**config.mk**
```make
export PLATFORM = sky130hd
export DESIGN_NAME = ibex_alu_pext_addsub_flat
export DESIGN_NICKNAME = d
export VERILOG_FILES = /design/src/rtl/ibex_alu_pext_addsub_pkg.sv /design/src/rtl/ibex_alu_pext_addsub_if.sv /design/src/rtl/ibex_alu_pext_addsub_simd_adder.sv /design/src/rtl/ibex_alu_pext_addsub.sv /design/src/flat_wrapper.sv
export SDC_FILE = /design/constraint.sdc
export NUM_CORES = 1
export LEC_CHECK = 0
export CORE_ASPECT_RATIO = 0.75
export CORE_MARGIN = 2
export CORE_UTILIZATION = 65
export CTS_BUF_LIST = sky130_fd_sc_hd__clkbuf_8 sky130_fd_sc_hd__clkbuf_16
export DETAILED_ROUTE_END_ITERATION = 8
export DONT_BUFFER_PORTS = 1
export MAX_ROUTING_LAYER = met4
export PLACE_DENSITY = 0.81
export SETUP_SLACK_MARGIN = 0.5
export SYNTH_ARGS = -nofsm -noshare
export SYNTH_HDL_FRONTEND = slang
export SYNTH_SLANG_ARGS = --single-unit
```
**constraint.sdc**
```tcl
create_clock -name clk_i -period 11.05 [get_ports clk_i]
set_input_delay 0.5525 -clock clk_i [delete_from_list [all_inputs] [get_ports clk_i]]
set_output_delay 0.5525 -clock clk_i [all_outputs]
set_load 0.05 [all_outputs]
```
**src/rtl/ibex_alu_pext_addsub_pkg.sv**
```systemverilog
// Shared types, lane limits and the per-lane wrap/saturate/halve selector
// for the packed-SIMD add/sub datapath.
package ibex_pkg_pext;

    typedef enum logic [1:0] {
        PEXT_AS_WRAP  = 2'd0,
        PEXT_AS_SAT   = 2'd1,
        PEXT_AS_HALVE = 2'd2
    } pext_as_mode_e;

    localparam logic [31:0] PEXT_LANE8_MAX  = 32'h0000_007F;
    localparam logic [31:0] PEXT_LANE8_MIN  = 32'h0000_0080;
    localparam logic [31:0] PEXT_LANE16_MAX = 32'h0000_7FFF;
    localparam logic [31:0] PEXT_LANE16_MIN = 32'h0000_8000;
    localparam logic [31:0] PEXT_LANE32_MAX = 32'h7FFF_FFFF;
    localparam logic [31:0] PEXT_LANE32_MIN = 32'h8000_0000;

    // e holds the (w+1)-bit extended sum, zero above bit w; returns {ov, lane result}
    function automatic logic [32:0] pext_lane_result(
        input logic [32:0]   e,
        input logic [5:0]    w,
        input pext_as_mode_e mode,
        input logic          sgn,
        input logic          sub
    );
        logic [31:0] mask;
        logic [31:0] smax;
        logic [31:0] smin;
        logic [31:0] r;
        logic        ov;
        mask = (w >= 6'd32) ? 32'hFFFF_FFFF : ((32'd1 << w) - 32'd1);
        case (w)
            6'd8:    begin smax = PEXT_LANE8_MAX;  smin = PEXT_LANE8_MIN;  end
            6'd16:   begin smax = PEXT_LANE16_MAX; smin = PEXT_LANE16_MIN; end
            default: begin smax = PEXT_LANE32_MAX; smin = PEXT_LANE32_MIN; end
        endcase
        r  = e[31:0] & mask;
        ov = 1'b0;
        case (mode)
            PEXT_AS_HALVE: r = e[32:1] & mask;
            PEXT_AS_SAT: begin
                if (sgn) begin
                    if (e[w] != e[w - 6'd1]) begin
                        ov = 1'b1;
                        r  = e[w] ? smin : smax;
                    end
                end else if (e[w]) begin
                    ov = 1'b1;
                    r  = sub ? 32'd0 : mask;
                end
            end
            default: r = e[31:0] & mask;
        endcase
        return {ov, r};
    endfunction

endpackage

```
**src/rtl/ibex_alu_pext_addsub_if.sv**
```systemverilog
// Request/result bundle between the operand muxes, the SIMD add/sub unit and writeback.
interface ibex_alu_pext_addsub_if;

    logic        valid_i;
    logic        ready_o;
    logic [31:0] operand_a_i;
    logic [31:0] operand_b_i;
    logic        width32_i;
    logic        width8_i;
    logic        signed_ops_i;
    logic [1:0]  alu_sub_i;
    logic [1:0]  mode_i;
    logic        cross_i;
    logic        valid_o;
    logic        ready_i;
    logic [31:0] result_o;
    logic        ov_o;
    logic        vxsat_o;
    logic        vxsat_we_i;
    logic        vxsat_wdata_i;

    modport slave (
        input  valid_i, operand_a_i, operand_b_i, width32_i, width8_i, signed_ops_i,
               alu_sub_i, mode_i, cross_i, ready_i, vxsat_we_i, vxsat_wdata_i,
        output ready_o, valid_o, result_o, ov_o, vxsat_o
    );

    modport master (
        output valid_i, operand_a_i, operand_b_i, width32_i, width8_i, signed_ops_i,
               alu_sub_i, mode_i, cross_i, ready_i, vxsat_we_i, vxsat_wdata_i,
        input  ready_o, valid_o, result_o, ov_o, vxsat_o
    );

endinterface

```
**src/rtl/ibex_alu_pext_addsub_simd_adder.sv**
```systemverilog
// Four 9-bit byte segments; carries are killed at lane boundaries and each byte
// can invert b for subtraction. ext[k] is the extension bit if byte k tops a lane.
module ibex_alu_pext_simd_adder (
    input  logic [31:0] a,
    input  logic [31:0] b,
    input  logic [3:0]  sub_byte,
    input  logic [3:0]  kill,
    input  logic        sgn,
    output logic [31:0] sum,
    output logic [3:0]  ext
);

    logic [8:0] seg;
    logic [7:0] b_inv;
    logic       carry;
    logic       cin;

    always_comb begin
        sum   = '0;
        ext   = '0;
        seg   = '0;
        b_inv = '0;
        carry = 1'b0;
        cin   = 1'b0;
        for (int k = 0; k < 4; k++) begin
            b_inv = b[8*k +: 8] ^ {8{sub_byte[k]}};
            cin   = kill[k] ? sub_byte[k] : carry;
            seg   = {1'b0, a[8*k +: 8]} + {1'b0, b_inv} + {8'd0, cin};
            sum[8*k +: 8] = seg[7:0];
            // Sum bit of the extended operands one position above the byte MSB
            ext[k] = (sgn & a[8*k+7]) ^ ((sgn & b[8*k+7]) ^ sub_byte[k]) ^ seg[8];
            carry  = seg[8];
        end
    end

endmodule

```
**src/rtl/ibex_alu_pext_addsub.sv**
```systemverilog
// Registered SIMD add/sub stage: lane post-processing, output register with
// valid/ready handshake, and the sticky vxsat flag.
module ibex_alu_pext_addsub
    import ibex_pkg_pext::*;
(
    input logic                   clk_i,
    input logic                   rst_i,
    ibex_alu_pext_addsub_if.slave bus
);

    logic          w16;
    logic [31:0]   b_eff;
    logic [3:0]    sub_byte;
    logic [3:0]    kill;
    logic [31:0]   sum;
    logic [3:0]    ext;
    logic [31:0]   res_d;
    logic          ov_d;
    logic [32:0]   lane;
    pext_as_mode_e mode;
    logic          accept;
    logic          retire_ov;

    assign w16      = !bus.width32_i && !bus.width8_i;
    assign b_eff    = (w16 && bus.cross_i) ? {bus.operand_b_i[15:0], bus.operand_b_i[31:16]}
                                           : bus.operand_b_i;
    assign sub_byte = bus.width32_i ? {4{bus.alu_sub_i[0]}}
                                    : {bus.alu_sub_i[1], bus.alu_sub_i[1], bus.alu_sub_i[0], bus.alu_sub_i[0]};
    assign kill     = bus.width32_i ? 4'b0001 : (bus.width8_i ? 4'b1111 : 4'b0101);
    assign mode     = pext_as_mode_e'(bus.mode_i);

    assign bus.ready_o = !bus.valid_o || bus.ready_i;
    assign accept      = bus.valid_i && bus.ready_o;
    assign retire_ov   = bus.valid_o && bus.ready_i && bus.ov_o;

    ibex_alu_pext_simd_adder u_adder (
        .a        (bus.operand_a_i),
        .b        (b_eff),
        .sub_byte (sub_byte),
        .kill     (kill),
        .sgn      (bus.signed_ops_i),
        .sum      (sum),
        .ext      (ext)
    );

    always_comb begin
        res_d = '0;
        ov_d  = 1'b0;
        lane  = '0;
        if (bus.width32_i) begin
            lane  = pext_lane_result({ext[3], sum}, 6'd32, mode, bus.signed_ops_i, sub_byte[0]);
            res_d = lane[31:0];
            ov_d  = lane[32];
        end else if (bus.width8_i) begin
            for (int k = 0; k < 4; k++) begin
                lane = pext_lane_result({24'd0, ext[k], sum[8*k +: 8]}, 6'd8, mode,
                                        bus.signed_ops_i, sub_byte[k]);
                res_d[8*k +: 8] = lane[7:0];
                ov_d = ov_d | lane[32];
            end
        end else begin
            for (int l = 0; l < 2; l++) begin
                lane = pext_lane_result({16'd0, ext[2*l+1], sum[16*l +: 16]}, 6'd16, mode,
                                        bus.signed_ops_i, sub_byte[2*l+1]);
                res_d[16*l +: 16] = lane[15:0];
                ov_d = ov_d | lane[32];
            end
        end
    end

    // A CSR write and a saturating retire in the same cycle still leave vxsat set
    always_ff @(posedge clk_i) begin
        if (rst_i) begin
            bus.valid_o  <= 1'b0;
            bus.result_o <= '0;
            bus.ov_o     <= 1'b0;
            bus.vxsat_o  <= 1'b0;
        end else begin
            if (accept) begin
                bus.valid_o  <= 1'b1;
                bus.result_o <= res_d;
                bus.ov_o     <= ov_d;
            end else if (bus.ready_i) begin
                bus.valid_o  <= 1'b0;
            end
            bus.vxsat_o <= (bus.vxsat_we_i ? bus.vxsat_wdata_i : bus.vxsat_o) | retire_ov;
        end
    end

endmodule

```
**src/flat_wrapper.sv**
```systemverilog
// flat-port wrapper written by rule: the top's interface ports become plain ports
module ibex_alu_pext_addsub_flat import ibex_pkg_pext::*;
  (clk_i, rst_i, bus_valid_i, bus_operand_a_i, bus_operand_b_i, bus_width32_i, bus_width8_i, bus_signed_ops_i, bus_alu_sub_i, bus_mode_i, bus_cross_i, bus_ready_i, bus_vxsat_we_i, bus_vxsat_wdata_i, bus_ready_o, bus_valid_o, bus_result_o, bus_ov_o, bus_vxsat_o);
  ibex_alu_pext_addsub_if bus_i ();
  input logic clk_i;
  input logic rst_i;
  input wire logic [$bits(bus_i.valid_i)-1:0] bus_valid_i;
  input wire logic [$bits(bus_i.operand_a_i)-1:0] bus_operand_a_i;
  input wire logic [$bits(bus_i.operand_b_i)-1:0] bus_operand_b_i;
  input wire logic [$bits(bus_i.width32_i)-1:0] bus_width32_i;
  input wire logic [$bits(bus_i.width8_i)-1:0] bus_width8_i;
  input wire logic [$bits(bus_i.signed_ops_i)-1:0] bus_signed_ops_i;
  input wire logic [$bits(bus_i.alu_sub_i)-1:0] bus_alu_sub_i;
  input wire logic [$bits(bus_i.mode_i)-1:0] bus_mode_i;
  input wire logic [$bits(bus_i.cross_i)-1:0] bus_cross_i;
  input wire logic [$bits(bus_i.ready_i)-1:0] bus_ready_i;
  input wire logic [$bits(bus_i.vxsat_we_i)-1:0] bus_vxsat_we_i;
  input wire logic [$bits(bus_i.vxsat_wdata_i)-1:0] bus_vxsat_wdata_i;
  output wire logic [$bits(bus_i.ready_o)-1:0] bus_ready_o;
  output wire logic [$bits(bus_i.valid_o)-1:0] bus_valid_o;
  output wire logic [$bits(bus_i.result_o)-1:0] bus_result_o;
  output wire logic [$bits(bus_i.ov_o)-1:0] bus_ov_o;
  output wire logic [$bits(bus_i.vxsat_o)-1:0] bus_vxsat_o;
  assign bus_i.valid_i = bus_valid_i;
  assign bus_i.operand_a_i = bus_operand_a_i;
  assign bus_i.operand_b_i = bus_operand_b_i;
  assign bus_i.width32_i = bus_width32_i;
  assign bus_i.width8_i = bus_width8_i;
  assign bus_i.signed_ops_i = bus_signed_ops_i;
  assign bus_i.alu_sub_i = bus_alu_sub_i;
  assign bus_i.mode_i = bus_mode_i;
  assign bus_i.cross_i = bus_cross_i;
  assign bus_i.ready_i = bus_ready_i;
  assign bus_i.vxsat_we_i = bus_vxsat_we_i;
  assign bus_i.vxsat_wdata_i = bus_vxsat_wdata_i;
  assign bus_ready_o = bus_i.ready_o;
  assign bus_valid_o = bus_i.valid_o;
  assign bus_result_o = bus_i.result_o;
  assign bus_ov_o = bus_i.ov_o;
  assign bus_vxsat_o = bus_i.vxsat_o;
  ibex_alu_pext_addsub u_core (.clk_i(clk_i), .rst_i(rst_i), .bus(bus_i));
endmodule
```
==> reports/qor.yml, run 1 <==
run_status: "finished, violations left"
violations: "DRC"
post_synth_most_frequent_cells: "75 x a21oi_1, 71 x nand2_1, 59 x nor2_1, 57 x o21ai_0, 55 x xnor2_1"
synthesis.nets: 919
detailedPlacementHpwl_microns: 15890
starting_drc_count_in_detailed_routing: 948
synth.avg_cell_area_sq_um: 7.242
route.top_layer_used: "met4"
leading_area_contributor_after_synthesis: "dfxtp_1"
routed-wl-met3_microns: 2669
finalWeightedCongestion: 1.102
drt_wl_total_microns: 21460
setup.reg_to_reg.worst_slack_ns: 7.07
cts_max_level: 2
antenna-diode-count: 0
min_period_over_period_pct: 90.43
setup-tns-final_ns: 0
clk_path_buf_depth: 2
skew_ns: 0.008728
fillerInstances: 732
synth_cell_types: 70
power_per_cell_area_mw_per_mm2: 166.1
synth-main-ff-cell: "dfxtp_1"
initial_core_util_pct: 67.49
tritoncts: "yes"
area.sequential_sq_um: 700.7
multiplexer_fraction_of_the_synthesized_cell_area_pct: 6.841
die_h_microns: 85.66
clk_pin_slew_worst_paths_ns: 0.06
yosys.cell_count.top_type: "a21oi_1"
fp.coreArea_sq_mm: 0.008563
netlist_top_cells_area: "dfxtp_1 12%, xnor2_1 8.3%, ha_1 7.8%"
clkLatencyLatePin_ns: 0.29
utilization_pct: 69.89
global_route_wire_length_before_repair_microns: 33580
numCtsBuffers: 5
cp.arrival_ns: 10.18
data_required_time_of_the_worst_path_ns: 11.23
max_clock_freq_mhz: 100.1
syn_inst: 798
ioPinCount: 114
leakage_uw: 0.002387
ys_seq_elements: 35
netlist_area_sq_mm: 0.005779
critical_path.startpoint_type: "input port"
nets: 890
synth_top_family_by_area: "compound AO/OA/AOI/OAI gates"
dieArea_sq_mm: 0.009669
post_drt_wl_per_cell_microns: 24.47
io_buffer_count: 0
cp-end-kind: "register"
hold_violations: 0
grt_max_degree: 50
ys.warnings.count: 0
cts-root-buf: "clkbuf_16"
period_needed_ns: 9.993
vias: 6765
post_route_cells_drive_above_1_share_pct: 5.072
critPathMaxStageDelay_ns: 0.51
detail_route.vias_per_cell: 7.714
antenna_left: 0
post_cts.repair.setup_buffers: 0
grt_use_total_pct: 44.90
synth_seq_area_share_pct: 12.12
grt_antenna_before_repair: 0
dr.pass1.iters: 8
critPathMaxFanout: 22
finalSetupViolCount: 0
synth_compound_area_share_pct: 34.51
vias_in_the_first_global_route: 6435
drt-met1-wl_microns: 8271
flow.area_growth_from_synthesis_pct: 3.551
timing.max_cap.violations: 0
wl_met2_microns: 9424
worst_tran_pin_value_ns: 1.179
multi_input_area_sq_mm: 0.004840
synthArstFlopShare_pct: 0
placementRows: 29
numClockSinks: 35
peak_supply_drop_uv: 99.44
path_class: "input port to register"
relSlewSlack_pct: 19.40
worst_path_most_repeated_cell: "fa_1"
setup_repair_after_global_routing_missed_its_margin: "false"
synth-edff-count: 0
drcViolationCount: 5
timing.hold.worst.class: "input port to register"
adder_cell_share_of_the_synthesized_area_pct: 10.74
synth_top_area_share_pct: 12.12
post_synth_and_or_nand_nor_area_fraction_pct: 20.35
final_max_slew_viol_count: 0
timing.critical_path.slowest_stage_cell: "fa_1"
grt-ovfl-total: 0
xor_xnor_fraction_of_synth_area_pct: 10.63
total_power_uw: 994.2
dieWidth_microns: 112.9
layer usage:
| metal | global-route usage (%) | up-vias |
|---|---|---|
| met1 | 55.35 | 3180 |
| met3 | 11.52 | 116 |
| met2 | 70.26 | 509 |
| met4 | 19.18 | 0 |
| li1 | - | 2960 |
| met5 | - | - |
layout make-up:
| cell class | count | area share [%] |
|---|---|---|
| well taps | 108 | 2.258 |
| repair buffers | 9 | 1.129 |
| flip-flops and latches | 35 | 11.71 |
| clock inverters | 1 | 0.08363 |
| inverters | 26 | 1.631 |
| clock buffers | 6 | 2.321 |
| multi-input cells | 692 | 80.87 |
placed cells by master, fill, tap and decap left out, drive strengths merged, types with 21 or more instances in the layout:
master,instances
mux2i,36
nor2,59
xnor2,55
a21oi,75
o21ai,59
nand3,21
inv,25
dfxtp,35
ha,36
nand2,71
stage by stage:
step                hold WS, ns  setup WS (ns)  std cells  area, sq um
CTS                      0.3290         0.7204        877         5951
global placement         0.6247          1.023        870         5807
finish                   0.3264          1.057        877         5984
global route             0.3235         0.5881        877         5984
detailed placement       0.6274         0.4662        870         5807
floorplan                0.6669          1.620        798         5779
worst paths after layout:
| check | from | endpoint | depth (start not counted) |
|---|---|---|---|
| worst max register to register | u_core.bus.valid_o | u_core.bus.result_o[5] | 9 |
| worst min-delay path | rst_i | u_core.bus.vxsat_o | 1 |
| worst max-delay path | bus_width32_i | u_core.bus.result_o[14] | 32 |
| worst min register to register | u_core.bus.result_o[11] | u_core.bus.result_o[11] | 2 |
sequential cells by signal (all words and copies together), names as in the netlist:
name,count
u_core.bus.result_o,32
u_core.bus.ov_o,1
u_core.bus.valid_o,1
u_core.bus.vxsat_o,1
where the power goes:
group,switching [uW],internal (uW)
sequential,74.8,144
clock,58.5,88.1
combinational,403,226
logic make-up (layout without fill, tap and decap cells):
| logic type | after synthesis | after routing |
|---|---|---|
| AOI/OAI and AO/OA | 297 | 297 |
| xor gates and xnor gates | 67 | 67 |
| adders and majority gates | 46 | 46 |
| buffers and inverters | 71 | 42 |
| DFF | 35 | 35 |
| muxes | 38 | 38 |
| and+or+nand+nor | 244 | 244 |
what timing repair did:
| item | in CTS | in global routing |
|---|---|---|
| hold buffers | 0 | 0 |
| hold endpoints to repair | 0 | 0 |
| endpoints found under the setup margin | 0 | 30 |
| gates resized for setup | 0 | 7 |
worst max-delay path: cells and delay by family:
| family | cells | cell delay [ns] |
|---|---|---|
| fa+ha+maj | 7 | 3.33 |
| mux | 2 | 0.68 |
| simple gates | 5 | 1.22 |
| compound gates | 16 | 3.99 |
| xor+xnor | 1 | 0.18 |
| buf+inv | 1 | 0.23 |
Note: power is estimated with default switching activity, not from simulation.
==> inputs of run 2 (changes only) <==
--- a/config.mk
+++ b/config.mk
@@ -5,14 +5,16 @@
 export SDC_FILE = /design/constraint.sdc
 export NUM_CORES = 1
 export LEC_CHECK = 0
+export CELL_PAD_IN_SITES_DETAIL_PLACEMENT = 1
+export CELL_PAD_IN_SITES_GLOBAL_PLACEMENT = 2
 export CORE_ASPECT_RATIO = 0.75
 export CORE_MARGIN = 2
-export CORE_UTILIZATION = 65
+export CORE_UTILIZATION = 37
 export CTS_BUF_LIST = sky130_fd_sc_hd__clkbuf_8 sky130_fd_sc_hd__clkbuf_16
 export DETAILED_ROUTE_END_ITERATION = 8
 export DONT_BUFFER_PORTS = 1
 export MAX_ROUTING_LAYER = met4
-export PLACE_DENSITY = 0.81
+export PLACE_DENSITY_LB_ADDON = 0.1
 export SETUP_SLACK_MARGIN = 0.5
 export SYNTH_ARGS = -nofsm -noshare
 export SYNTH_HDL_FRONTEND = slang
==> run 2 against run 1 <==
Compared with the run above:
- the run now ends clean
- sequential power barely moved
- fmax barely moved
- worst hold slack got worse by 0.00063 ns
- setup slack got worse by 0.0069 ns
- clock power rose by 20%
- total power rose by 5.1%
- clock-buffer cell count did not move
- critical path type unchanged
- critical endpoint is now u_core.bus.result_o[29]
==> reports/qor.yml, run 2 (same netlist as run 1, synthesis figures left out) <==
run_status: "completed"
finalWeightedCongestion: 0.9515  # -14%
nets: 894  # +0.45%
timing.max_cap.violations: 0  # unchanged
flow.area_growth_from_synthesis_pct: 6.863
starting_drc_count_in_detailed_routing: 336  # -65%
worst_tran_pin_value_ns: 1.074  # -0.1041 ns
cts-root-buf: "clkbuf_16"
cp.arrival_ns: 10.18  # about the same
global_route_wire_length_before_repair_microns: 38830  # +16%
critical_path.startpoint_type: "input port"
fillerInstances: 1920  # +160%
dr.pass1.iters: 5  # -3
ff2ff_path_depth: 9  # unchanged
clkLatencyLatePin_ns: 0.30  # about the same
detail_route.vias_per_cell: 6.565  # -15%
tritoncts: "yes"
die_h_microns: 112.2  # +31%
timing.critical_path.slowest_stage_cell: "fa_1"
layout_commonest_cell: "a21oi_1"
fp.coreArea_sq_mm: 0.01527  # +78%
finalSetupViolCount: 0  # unchanged
vias_in_the_first_global_route: 6602  # +2.6%
detailedPlacementHpwl_microns: 19560  # +23%
mostFrequentLayoutCells: "75 x a21oi_1, 71 x nand2_1, 59 x nor2_1, 57 x o21ai_0, 55 x xnor2_1"
leakage_uw: 0.002424  # +1.5%
relSlewSlack_pct: 26.52  # +7.1 points
post_cts.repair.setup_buffers: 0  # unchanged
setup-tns-final_ns: 0  # unchanged
clk_pin_slew_worst_paths_ns: 0.06  # about the same
critPathMaxStageDelay_ns: 0.52  # about the same
area.sequential_sq_um: 700.7  # unchanged
ioPinCount: 114  # unchanged
vias: 6427  # -5.0%
grt_antenna_before_repair: 0  # unchanged
dieArea_sq_mm: 0.01665  # +72%
post_route_cells_drive_above_1_share_pct: 5.814  # +0.74 points
hold_violations: 0  # unchanged
grt-ovfl-total: 0  # unchanged
worst_hold_path.num_cells: 1  # unchanged
cts_max_level: 2  # unchanged
largest_reg_flops: 32  # unchanged
worst_path_dominant_cell_family: "compound AO/OA/AOI/OAI gates"
placementRows: 39  # +34%
setup_repair_after_global_routing_missed_its_margin: "false"
numCtsBuffers: 5  # unchanged
data_required_time_of_the_worst_path_ns: 11.23  # about the same
clk_path_buf_depth: 2  # unchanged
cp-end-kind: "register"
max_clock_freq_mhz: 100.0  # about the same
numClockSinks: 35  # unchanged
drt_wl_total_microns: 25120  # +17%
post_drt_wl_per_cell_microns: 25.65  # +4.8%
cp.depth: 32  # unchanged
cts.repair.resized: 0  # unchanged
initial_core_util_pct: 37.84  # -30 points
dieWidth_microns: 148.3  # +31%
antenna-diode-count: 0  # unchanged
cts.hold.buffers_added: 0  # unchanged
cp_num_buf_inv: 1  # unchanged
top_register: "u_core.bus.result_o"
power_per_cell_area_mw_per_mm2: 169.1  # +1.8%
grt_use_total_pct: 31.07  # -14 points
grt_max_degree: 50  # unchanged
period_needed_ns: 10.00  # +0.006920 ns
critPathMaxFanout: 22  # unchanged
timing.hold.worst.class: "input port to register"
peak_supply_drop_uv: 61.31  # -38%
utilization_pct: 40.44  # -29 points
io_buffer_count: 0  # unchanged
multi_input_area_sq_mm: 0.004850  # +0.21%
skew_ns: 0.009125  # +0.0003976 ns
final_max_slew_viol_count: 0  # unchanged
min_period_over_period_pct: 90.50  # about the same
path_class: "input port to register"
drcViolationCount: 0  # -5
antenna_left: 0  # unchanged
[run 2: area by class of cell]
class                           count  area share [%]
Multi-Input combinational cell    692           78.53
Timing Repair Buffer               13           1.580
Clock inverter                      2          0.5673
Inverter                           26           1.580
Tap cell                          205           4.153
Sequential cell                    35           11.35
Clock buffer                        6           2.249
[run 2: path summary, 6_finish.rpt]
path                                start                 endpoint  slack [ns]
setup / recovery            bus_width32_i  u_core.bus.result_o[29]        1.05
hold / removal                      rst_i       u_core.bus.valid_o        0.33
setup reg to reg       u_core.bus.valid_o   u_core.bus.result_o[5]        7.11
hold reg to reg   u_core.bus.result_o[11]  u_core.bus.result_o[11]        0.71
[run 2: through the flow]
step,hold WS (ns),instances,area [sq um],total power (uW),setup WS (ns)
finish,0.3258,979,6176,1045,1.050
detailed placement,0.6276,971,5958,852.7,0.3843
floorplan,0.6669,798,5779,664.0,1.620
CTS,0.3180,979,6132,1033,0.6597
global route,0.3187,979,6176,1113,0.5324
global placement,0.6259,971,5958,841.7,0.8737
[run 2: layer usage]
metal  share of wire, %  track usage, %  routed length, microns  vias up
li1                   -               -                       -     2955
met2                 48           50.52                   11960      207
met4                2.4           9.397                     595        0
met1                 44           39.46                   10950     3220
met3                6.4           5.569                    1608       45
met5                  0               -                       0        -
[run 2: report_power, final]
part	leakage (uW)	switching (uW)	internal (uW)
logic	0.00205	419	231
clock network	0.0000868	64.2	112
registers	0.000289	74.4	144
total	0.00242	558	487
